`src/rtl/cp_remover_param_if.sv`:
```
`default_nettype none
// +--------------------------------------------------------------------------+
// | cp_remover_param_if                                                      |
// | Sample-stream input and symbol output bundle for cp_remover_param.       |
// | Rev 1.0                                                                  |
// +--------------------------------------------------------------------------+
interface cp_remover_param_if #(
  parameter int SAMPLE_W = 16,
  parameter int N_FFT    = 16,
  parameter int CP_MAX   = 8
);
  localparam int CPW   = $clog2(CP_MAX + 1);
  localparam int HALFW = (N_FFT / 2) * SAMPLE_W;

  logic [CPW-1:0]      cp_len;
  logic                in_valid;
  logic                in_sof;
  logic [SAMPLE_W-1:0] in_data;
  logic                out_valid;
  logic                out_ready;
  logic [HALFW-1:0]    out_I;
  logic [HALFW-1:0]    out_Q;
  logic                frame_err;
  logic                overrun;

  modport master (
    output cp_len, in_valid, in_sof, in_data, out_ready,
    input  out_valid, out_I, out_Q, frame_err, overrun
  );

  modport slave (
    input  cp_len, in_valid, in_sof, in_data, out_ready,
    output out_valid, out_I, out_Q, frame_err, overrun
  );
endinterface
`default_nettype wire

```
`src/rtl/cp_remover_param.sv`:
```
`default_nettype none
// +--------------------------------------------------------------------------+
// | cp_remover_param                                                         |
// | Cyclic-prefix remover: gathers one OFDM symbol, drops a programmable CP. |
// | Rev 1.0                                                                  |
// +--------------------------------------------------------------------------+
module cp_remover_param #(
  parameter int SAMPLE_W = 16,
  parameter int N_FFT    = 16,
  parameter int CP_MAX   = 8,
  parameter int CP_FIRST = 1
) (
  input  logic              clk,
  input  logic              reset,
  cp_remover_param_if.slave bus
);
  localparam int CPW   = $clog2(CP_MAX + 1);
  localparam int MAXC  = (N_FFT > CP_MAX) ? N_FFT : CP_MAX;
  localparam int CNTW  = $clog2(MAXC + 1);
  localparam int BUFW  = N_FFT * SAMPLE_W;
  localparam int HALFW = BUFW / 2;

  localparam logic [1:0] IDLE    = 2'd0;
  localparam logic [1:0] SKIP    = 2'd1;
  localparam logic [1:0] CAPTURE = 2'd2;

  localparam logic [CPW-1:0]  CP_MAX_C  = CPW'(CP_MAX);
  localparam logic [CNTW-1:0] LAST_DATA = CNTW'(N_FFT - 1);

  logic [1:0]       state_q, state_d;
  logic [CNTW-1:0]  cnt_q, cnt_d;
  logic [CPW-1:0]   cp_eff_q, cp_eff_d;
  logic [BUFW-1:0]  buf_q, buf_d;
  logic [HALFW-1:0] out_I_q, out_Q_q;
  logic             out_valid_q, frame_err_q, overrun_q;

  logic             beat, sof, store, complete, accept;
  logic [CPW-1:0]   cp_new;
  logic [CNTW-1:0]  cp_ext;
  logic [CNTW-1:0]  wr_idx;

  assign beat   = bus.in_valid;
  assign sof    = bus.in_valid & bus.in_sof;
  assign cp_new = (bus.cp_len > CP_MAX_C) ? CP_MAX_C : bus.cp_len;
  assign cp_ext = CNTW'(cp_eff_q);
  assign accept = ~out_valid_q | bus.out_ready;

  // A sof beat always restarts framing, whatever state we are in.
  always_comb begin
    state_d  = state_q;
    cnt_d    = cnt_q;
    cp_eff_d = cp_eff_q;
    store    = 1'b0;
    complete = 1'b0;
    wr_idx   = sof ? '0 : cnt_q;
    if (beat) begin
      if (sof) begin
        cp_eff_d = cp_new;
        if ((CP_FIRST != 0) && (cp_new != '0)) begin
          if (cp_new == CPW'(1)) begin
            state_d = CAPTURE;
            cnt_d   = '0;
          end else begin
            state_d = SKIP;
            cnt_d   = CNTW'(1);
          end
        end else begin
          store   = 1'b1;
          state_d = CAPTURE;
          cnt_d   = CNTW'(1);
        end
      end else begin
        case (state_q)
          SKIP: begin
            if ((cnt_q + CNTW'(1)) == cp_ext) begin
              cnt_d = '0;
              if (CP_FIRST != 0) begin
                state_d = CAPTURE;
              end else begin
                state_d  = IDLE;
                complete = 1'b1;
              end
            end else begin
              cnt_d = cnt_q + CNTW'(1);
            end
          end
          CAPTURE: begin
            store = 1'b1;
            if (cnt_q == LAST_DATA) begin
              cnt_d = '0;
              if ((CP_FIRST == 0) && (cp_eff_q != '0)) begin
                state_d = SKIP;
              end else begin
                state_d  = IDLE;
                complete = 1'b1;
              end
            end else begin
              cnt_d = cnt_q + CNTW'(1);
            end
          end
          default: begin
          end
        endcase
      end
    end
  end

  // Sample k lands at its final packed position so completion is a plain copy.
  always_comb begin
    buf_d = buf_q;
    for (int k = 0; k < N_FFT; k++) begin
      if (store && (wr_idx == CNTW'(k))) begin
        buf_d[(N_FFT - k) * SAMPLE_W - 1 -: SAMPLE_W] = bus.in_data;
      end
    end
  end

  always_ff @(posedge clk or posedge reset) begin
    if (reset) begin
      state_q  <= IDLE;
      cnt_q    <= '0;
      cp_eff_q <= '0;
      buf_q    <= '0;
    end else begin
      state_q  <= state_d;
      cnt_q    <= cnt_d;
      cp_eff_q <= cp_eff_d;
      buf_q    <= buf_d;
    end
  end

  always_ff @(posedge clk or posedge reset) begin
    if (reset) begin
      out_I_q     <= '0;
      out_Q_q     <= '0;
      out_valid_q <= 1'b0;
      frame_err_q <= 1'b0;
      overrun_q   <= 1'b0;
    end else begin
      frame_err_q <= sof && (state_q != IDLE);
      overrun_q   <= complete && !accept;
      if (complete && accept) begin
        out_valid_q <= 1'b1;
        out_I_q     <= buf_d[BUFW-1 -: HALFW];
        out_Q_q     <= buf_d[HALFW-1:0];
      end else if (bus.out_ready) begin
        out_valid_q <= 1'b0;
      end
    end
  end

  assign bus.out_valid = out_valid_q;
  assign bus.out_I     = out_I_q;
  assign bus.out_Q     = out_Q_q;
  assign bus.frame_err = frame_err_q;
  assign bus.overrun   = overrun_q;
endmodule
`default_nettype wire

```
`src/flat_wrapper.sv`:
```
// flat-port wrapper written by rule: the top's interface ports become plain ports
module cp_remover_param_flat 
#(
  parameter int SAMPLE_W = 16,
  parameter int N_FFT    = 16,
  parameter int CP_MAX   = 8,
  parameter int CP_FIRST = 1
)
  (clk, reset, bus_cp_len, bus_in_valid, bus_in_sof, bus_in_data, bus_out_ready, bus_out_valid, bus_out_I, bus_out_Q, bus_frame_err, bus_overrun);
  cp_remover_param_if #(.SAMPLE_W(SAMPLE_W), .N_FFT(N_FFT), .CP_MAX(CP_MAX)) bus_i ();
  input  logic clk;
  input  logic reset;
  input wire logic [$bits(bus_i.cp_len)-1:0] bus_cp_len;
  input wire logic [$bits(bus_i.in_valid)-1:0] bus_in_valid;
  input wire logic [$bits(bus_i.in_sof)-1:0] bus_in_sof;
  input wire logic [$bits(bus_i.in_data)-1:0] bus_in_data;
  input wire logic [$bits(bus_i.out_ready)-1:0] bus_out_ready;
  output wire logic [$bits(bus_i.out_valid)-1:0] bus_out_valid;
  output wire logic [$bits(bus_i.out_I)-1:0] bus_out_I;
  output wire logic [$bits(bus_i.out_Q)-1:0] bus_out_Q;
  output wire logic [$bits(bus_i.frame_err)-1:0] bus_frame_err;
  output wire logic [$bits(bus_i.overrun)-1:0] bus_overrun;
  assign bus_i.cp_len = bus_cp_len;
  assign bus_i.in_valid = bus_in_valid;
  assign bus_i.in_sof = bus_in_sof;
  assign bus_i.in_data = bus_in_data;
  assign bus_i.out_ready = bus_out_ready;
  assign bus_out_valid = bus_i.out_valid;
  assign bus_out_I = bus_i.out_I;
  assign bus_out_Q = bus_i.out_Q;
  assign bus_frame_err = bus_i.frame_err;
  assign bus_overrun = bus_i.overrun;
  cp_remover_param #(.SAMPLE_W(SAMPLE_W), .N_FFT(N_FFT), .CP_MAX(CP_MAX), .CP_FIRST(CP_FIRST)) u_core (.clk(clk), .reset(reset), .bus(bus_i));
endmodule
```
`config.mk`:
```
export PLATFORM = sky130hd
export DESIGN_NAME = cp_remover_param_flat
export DESIGN_NICKNAME = d
export VERILOG_FILES = /design/src/rtl/cp_remover_param_if.sv /design/src/rtl/cp_remover_param.sv /design/src/flat_wrapper.sv
export SDC_FILE = /design/constraint.sdc
export NUM_CORES = 1
export LEC_CHECK = 0
export BUFFER_PORTS_ARGS = -buffer_cell sky130_fd_sc_hd__buf_2
export CORE_MARGIN = 8
export CORE_UTILIZATION = 45
export CTS_CLUSTER_SIZE = 24
export DETAILED_ROUTE_END_ITERATION = 6
export GPL_TIMING_DRIVEN = 0
export PLACE_DENSITY = 0.65
export SLEW_MARGIN = 0
export SYNTH_ARGS = -nofsm -noshare
export SYNTH_HDL_FRONTEND = slang
export SYNTH_SLANG_ARGS = --single-unit
```
`constraint.sdc`:
```
create_clock -name clk -period 42 [get_ports clk]
set_input_delay 8.4 -clock clk [delete_from_list [all_inputs] [get_ports clk]]
set_output_delay 8.4 -clock clk [all_outputs]
set_load 0.05 [all_outputs]
```
* After elaboration in Yosys (flattened, before gate mapping) *
Index checks and enable logic that the tools add are counted.

word-level totals
  register bits after elaboration = 526
  input port bits = 25
  output and inout bits = 259
  word-level logic and storage cells = 104

operators by class
  $add $sub $neg = 1
  order comparisons = 1
  equality and inequality tests = 22
  muxes and demuxes = 40
  bitwise logic cells = 3
  reductions and logical operators = 28

operator list
  cell                                                              number
  16-bit two-way mux                                                16
  5-bit by 4-bit == test with 1-bit output (second input constant)  9
  5-bit by 3-bit == test with 1-bit output (second input constant)  4
  5-bit two-way mux                                                 4
  1-bit logical AND                                                 19
  1-bit two-way mux                                                 12
  5-bit by 2-bit == test with 1-bit output (second input constant)  2
  2-bit two-way mux                                                 5
  5-bit case mux with 2 select lines                                1
  3-bit by 1-bit != test with 1-bit output (second input constant)  2
  5-bit by 1-bit adder with 5-bit output (second input constant)    1
  5-bit by 1-bit == test with 1-bit output (second input constant)  1
  5-bit by 4-bit == test with 1-bit output                          1
  5-bit logical NOT                                                 1
  4-bit by 1-bit == test with 1-bit output (second input constant)  1
  4-bit greater-than comparator (second input constant)             1
  4-bit two-way mux                                                 1
  2-bit case mux with 2 select lines                                1
  2-bit AND reduction                                               2
  4-bit AND reduction                                               1
  2-bit nonzero test                                                2
  4-bit nonzero test                                                1
  3-bit nonzero test                                                1
  2-bit by 1-bit == test with 1-bit output (second input constant)  1
  other kinds (5)                                                   5

* Longest topological paths before layout *
  depth in word-level cells = 8
  depth in mapped cells = 10
  depth with buffers taken out = 9

* Worst setup path before layout *
Ideal clock, no wire load.

  path kind = input-to-reg
  start point = input port bus_in_sof
  end point = register u_core.out_I_q[10], in the netlist u_core.bus.out_I[10]
  library setup time = 0.125 ns
  arrival time = 10.069 ns
  data required time = 41.875 ns
  setup slack = 31.806 ns
  stages on the path = 7
  path buffers = 2
  cell sequence = clkbuf_2 > and4bb_2 > nand3_2 > nor2_2 > buf_4 > mux2_2 > mux2_2

between the ends
  cells in the longest elaborated chain, start to end = 5
  elaborated cells on any way between the ends = 10
  classes of those cells = eq/ne: 1; mux: 6; bitwise: 1; reduce/logical: 2

ends and longest elaborated chain
  what                                                                                  line                                             text
  from (decl)                                                                           flat_wrapper.sv:15                               input wire logic [$bits(bus_i.in_sof)-1:0] bus_in_sof;
  1-bit AND *                                                                           cp_remover_param.sv:43                           assign sof = bus.in_valid & bus.in_sof;
  5-bit two-way mux / 1-bit two-way mux (equally long branches)                         cp_remover_param.sv:55, cp_remover_param.sv:57
  5-bit by 3-bit == test with 1-bit output / 1-bit two-way mux (equally long branches)  cp_remover_param.sv:112, cp_remover_param.sv:56
  1-bit logical AND *                                                                   cp_remover_param.sv:112                          if (store && (wr_idx == CNTW'(k))) begin
  16-bit two-way mux *                                                                  cp_remover_param.sv:112
  net u_core.buf_d[138]                                                                 cp_remover_param.sv:33                           logic [BUFW-1:0] buf_q, buf_d;
  to (signal assigned)                                                                  cp_remover_param.sv:144                          out_I_q <= buf_d[BUFW-1 -: HALFW];
  to (decl)                                                                             cp_remover_param.sv:34                           logic [HALFW-1:0] out_I_q, out_Q_q;

Mark *: on every way through the listed nets, which the timed path passes. The rest lies on a longest branch.
A chain may end at the register's enable or synchronous reset.

* Worst setup path after layout *
  start point = input port bus_in_sof
  end point = register u_core.out_Q_q[116], in the netlist u_core.bus.out_Q[116]

between the ends
  cells in the longest elaborated chain, start to end = 5
  elaborated cells on any way between the ends = 10
  classes of those cells = eq/ne: 1; mux: 6; bitwise: 1; reduce/logical: 2

ends and longest elaborated chain
  what                                                                                  line                                             text
  1-bit AND *                                                                           cp_remover_param.sv:43
  5-bit two-way mux / 1-bit two-way mux (equally long branches)                         cp_remover_param.sv:55, cp_remover_param.sv:57
  5-bit by 4-bit == test with 1-bit output / 1-bit two-way mux (equally long branches)  cp_remover_param.sv:112, cp_remover_param.sv:56
  1-bit logical AND                                                                     cp_remover_param.sv:112
  16-bit two-way mux                                                                    cp_remover_param.sv:112
  to (signal assigned)                                                                  cp_remover_param.sv:145                          out_Q_q <= buf_d[HALFW-1:0];
  to (decl)                                                                             cp_remover_param.sv:34

Mark *: on every way between the ends. The rest lies on a longest branch, timed or not.

==> summary.md <==
| Metric | Value |
|---|---|
| Outcome | `complete, no violations` |
| Placed cells | `2,089` |
| Fmax | `97.6 MHz` |
| Crit share post-route | `24.4%` |
| Routed wire length | `50,600 um` |
| Syn. warnings | `0` |
| CTS tree | `built` |
| Post-layout nets | `~1,600` |
| Synth async-reset ratio | `100%` |
| Mapped cell area | `20,100 um2` |
| Clock skew | `0.0165 ns` |
| Register area | `13,200 um2` |
| FF+latch count, synth | `between 500 and 600` |
| Clk_lat worst skew | `0.60 ns` |
| RSZ-0062 raised after global routing | `false` |
| # IOs | `284` |
| Worst min path class | `flop to flop` |
| Most frequent CP cell | `clkbuf_1` |
| Layout cells sized above 1 | `between 50% and 60%` |
| Die area | `51,700 um2` |
| Syn Nets | `~1,200` |
| Shortest period the worst path allows | `around 10 ns` |
| Vias in the first global route | `11,898` |
| Max-slew headroom | `28.6%` |
| Routability congestion estimate | `0.795` |
| Worst-path cell chain | `clkbuf_2 -> nand4b_1 -> nor2b_1 -> clkbuf_1 -> clkbuf_1 -> buf_2 -> mux2_2` |
| Post-detail-place hpwl | `~34,000 um` |
| Layout area overhead | `20.3%` |
| Worst Path Max Fanout | `10` |
| 1st-iter DRT viols | `600` |
| Max Slew Vio Count | `0` |
| Slowest stage delay, CP | `0.69 ns` |
| Die height | `227 um` |
| Number of max-cap violations | `0` |
| Total GRT Usage | `19.7%` |
| H-Tree Depth | `2` |
| Clk slew on worst S/H paths | `0.06 ns` |
| Leading area contributor after synthesis | `dfrtp_1` |
| Num CTS Buffers | `53` |
| Worst Max-Slew Pin Slew | `1.07 ns` |
| Sequential share of the synthesized area | `65.5%` |
| Vias | `11,084` |
| Layout fillers | `3,697` |
| Crit path max-delay cell type | `clkbuf_1` |
| P_leak | `about 13 nW` |
| Site row count | `77` |
| WL/cell | `23.1 um` |
| Final setup viols | `0` |
| GR Overflow Total | `0` |
| Final cell count without fillers | `2,189` |
| Vias per cell | `approximately 5.1` |
| Setup tns final | `0 ns` |
| Initial antenna violation count | `4` |
| Peak supply drop | `0.0282 mV` |
| Commonest cells in the synthesized netlist | `dfrtp_1, mux2_2, buf_2` |
| Final hold viol count | `0` |
| Synth area leaders | `dfrtp_1, mux2_2, buf_2` |
| Critical path data required time | `42.47 ns` |
| Core box area | `44,100 um2` |
| Post-Syn Instances | `1,211` |
| Largest net degree at the start of global routing | `125` |
| Clock sinks | `approximately 530` |
| Post-CTS Setup Repair Bufs | `0` |
| Synthesized area per cell | `16.6 um2` |
| Top_reg_cell synth | `dfrtp_1` |
| Root Buffer | `clkbuf_16` |
| Hold path start | `u_core.buf_q[218]` |
| First-pass DRT Iterations | `5` |
| CTS Buffer Depth | `3` |
| Most common cell in the netlist | `dfrtp_1` |
| Post-synth EDFFs | `0` |
| Area of the multi-input gates | `about 6500 um2` |
| Crit Path Category | `input port to flop` |
| Worst R2R Start | `u_core.cnt_q[2]` |
| First-pass GRT wire length | `76,200 um` |
| Post-route ant nets | `0` |
| Worst setup EP type | `flop` |
| Cell variety after synth | `46` |
| Die width | `227 um` |
| Crit path DAT | `between 10 and 15 ns` |
| Starting Density | `45.5%` |
| Drt drc | `0` |
| CP Launch Type | `input port` |
| I/O Buffers | `about 280` |
| CTS resizes | `0` |
| Power Density | `45.8 nW/um2` |
| Post-CTS Hold Fix Bufs | `0` |
| Power, Total | `1.11 mW` |
| Critical path startpoint | `bus_in_sof` |
| Yosys top cell area share | `65.5%` |
[state kept, by name, summed over array words and instances (netlist names)]
name and cells:
u_core.bus.out_Q 128, u_core.bus.frame_err 1, u_core.state_q 2, u_core.buf_q 256, u_core.cnt_q 5, u_core.bus.out_I 128
u_core.bus.out_valid 1, u_core.cp_eff_q 4, u_core.bus.overrun 1
[cells by family after synthesis]
logic type | after synthesis | share of synthesized area, %
flops | 526 | 65.5
mux | 515 | 28.9
buf+inv | 77 | 2.07
simple gates | 61 | 2.14
compound gates | 20 | 0.672
xor+xnor | 6 | 0.330
fa+ha+maj | 6 | 0.374
[layout make-up]
cell class                 instances  area share (%)
antenna                            2          0.0207
buffer                            70            1.61
clock buffer                      78            6.42
clock inverter                    20            1.05
inverter                           7           0.140
multi-input combinational        608            27.0
sequential                       526            54.4
tap                              592            3.06
timing repair buffer             286            6.29
[stage by stage]
step,hold slack (ns),area (um2),setup WS (ns),utilization [%]
2_1_floorplan,0.461,20100,18.90,-
3_3_place_gp,0.475,22300,13.67,50.4
3_5_place_dp,0.476,22400,31.06,50.7
4_1_cts,0.491,24200,31.69,54.8
5_1_grt,0.495,24200,31.50,54.8
6_report,0.490,24200,31.75,54.8
[final timing paths]
path,endpoint,slack [ns],cells past startpoint
worst max register to register,u_core.bus.out_Q[116],38.56,10
worst min register to register,u_core.buf_q[218],0.49,1
min in group asynchronous,u_core.bus.out_I[99],7.85,2
worst max-delay path,u_core.bus.out_Q[116],31.75,7
max in group asynchronous,u_core.bus.out_Q[65],32.59,4
worst min-delay path,u_core.buf_q[218],0.49,1
[critical path: cells and delay by family]
kind,cells,cell delay [ns]
muxes,1,0.37
and+or+nand+nor,2,0.46
buffers and inverters,4,1.48
[where the power goes]
part / leakage [nW] / internal, mW / switching [mW] / total (mW)
registers: 7.29 / 0.537 / 0.00829 / 0.545
clock network: 0.894 / 0.287 / 0.196 / 0.483
logic: 4.96 / 0.0338 / 0.0450 / 0.0789
[per-layer routing]
metal	track usage, %	vias up	wire, um
li1	-	4957	-
met2	32.1	222	24400
met1	26.5	5841	22200
met5	0	-	0
met3	5.02	64	2970
met4	4.66	0	991
[placed cells by master (no fill, tap or decap), types with 7 or more instances in the layout]
master and count:
buf_4 7, clkbuf_16 54, dfrtp_1 526, buf_6 8
mux2_2 510, clkbuf_8 11, clkbuf_1 35, buf_2 313
clkinv_2 12, nand2_1 9
Note: power is estimated with default switching activity, not from simulation.
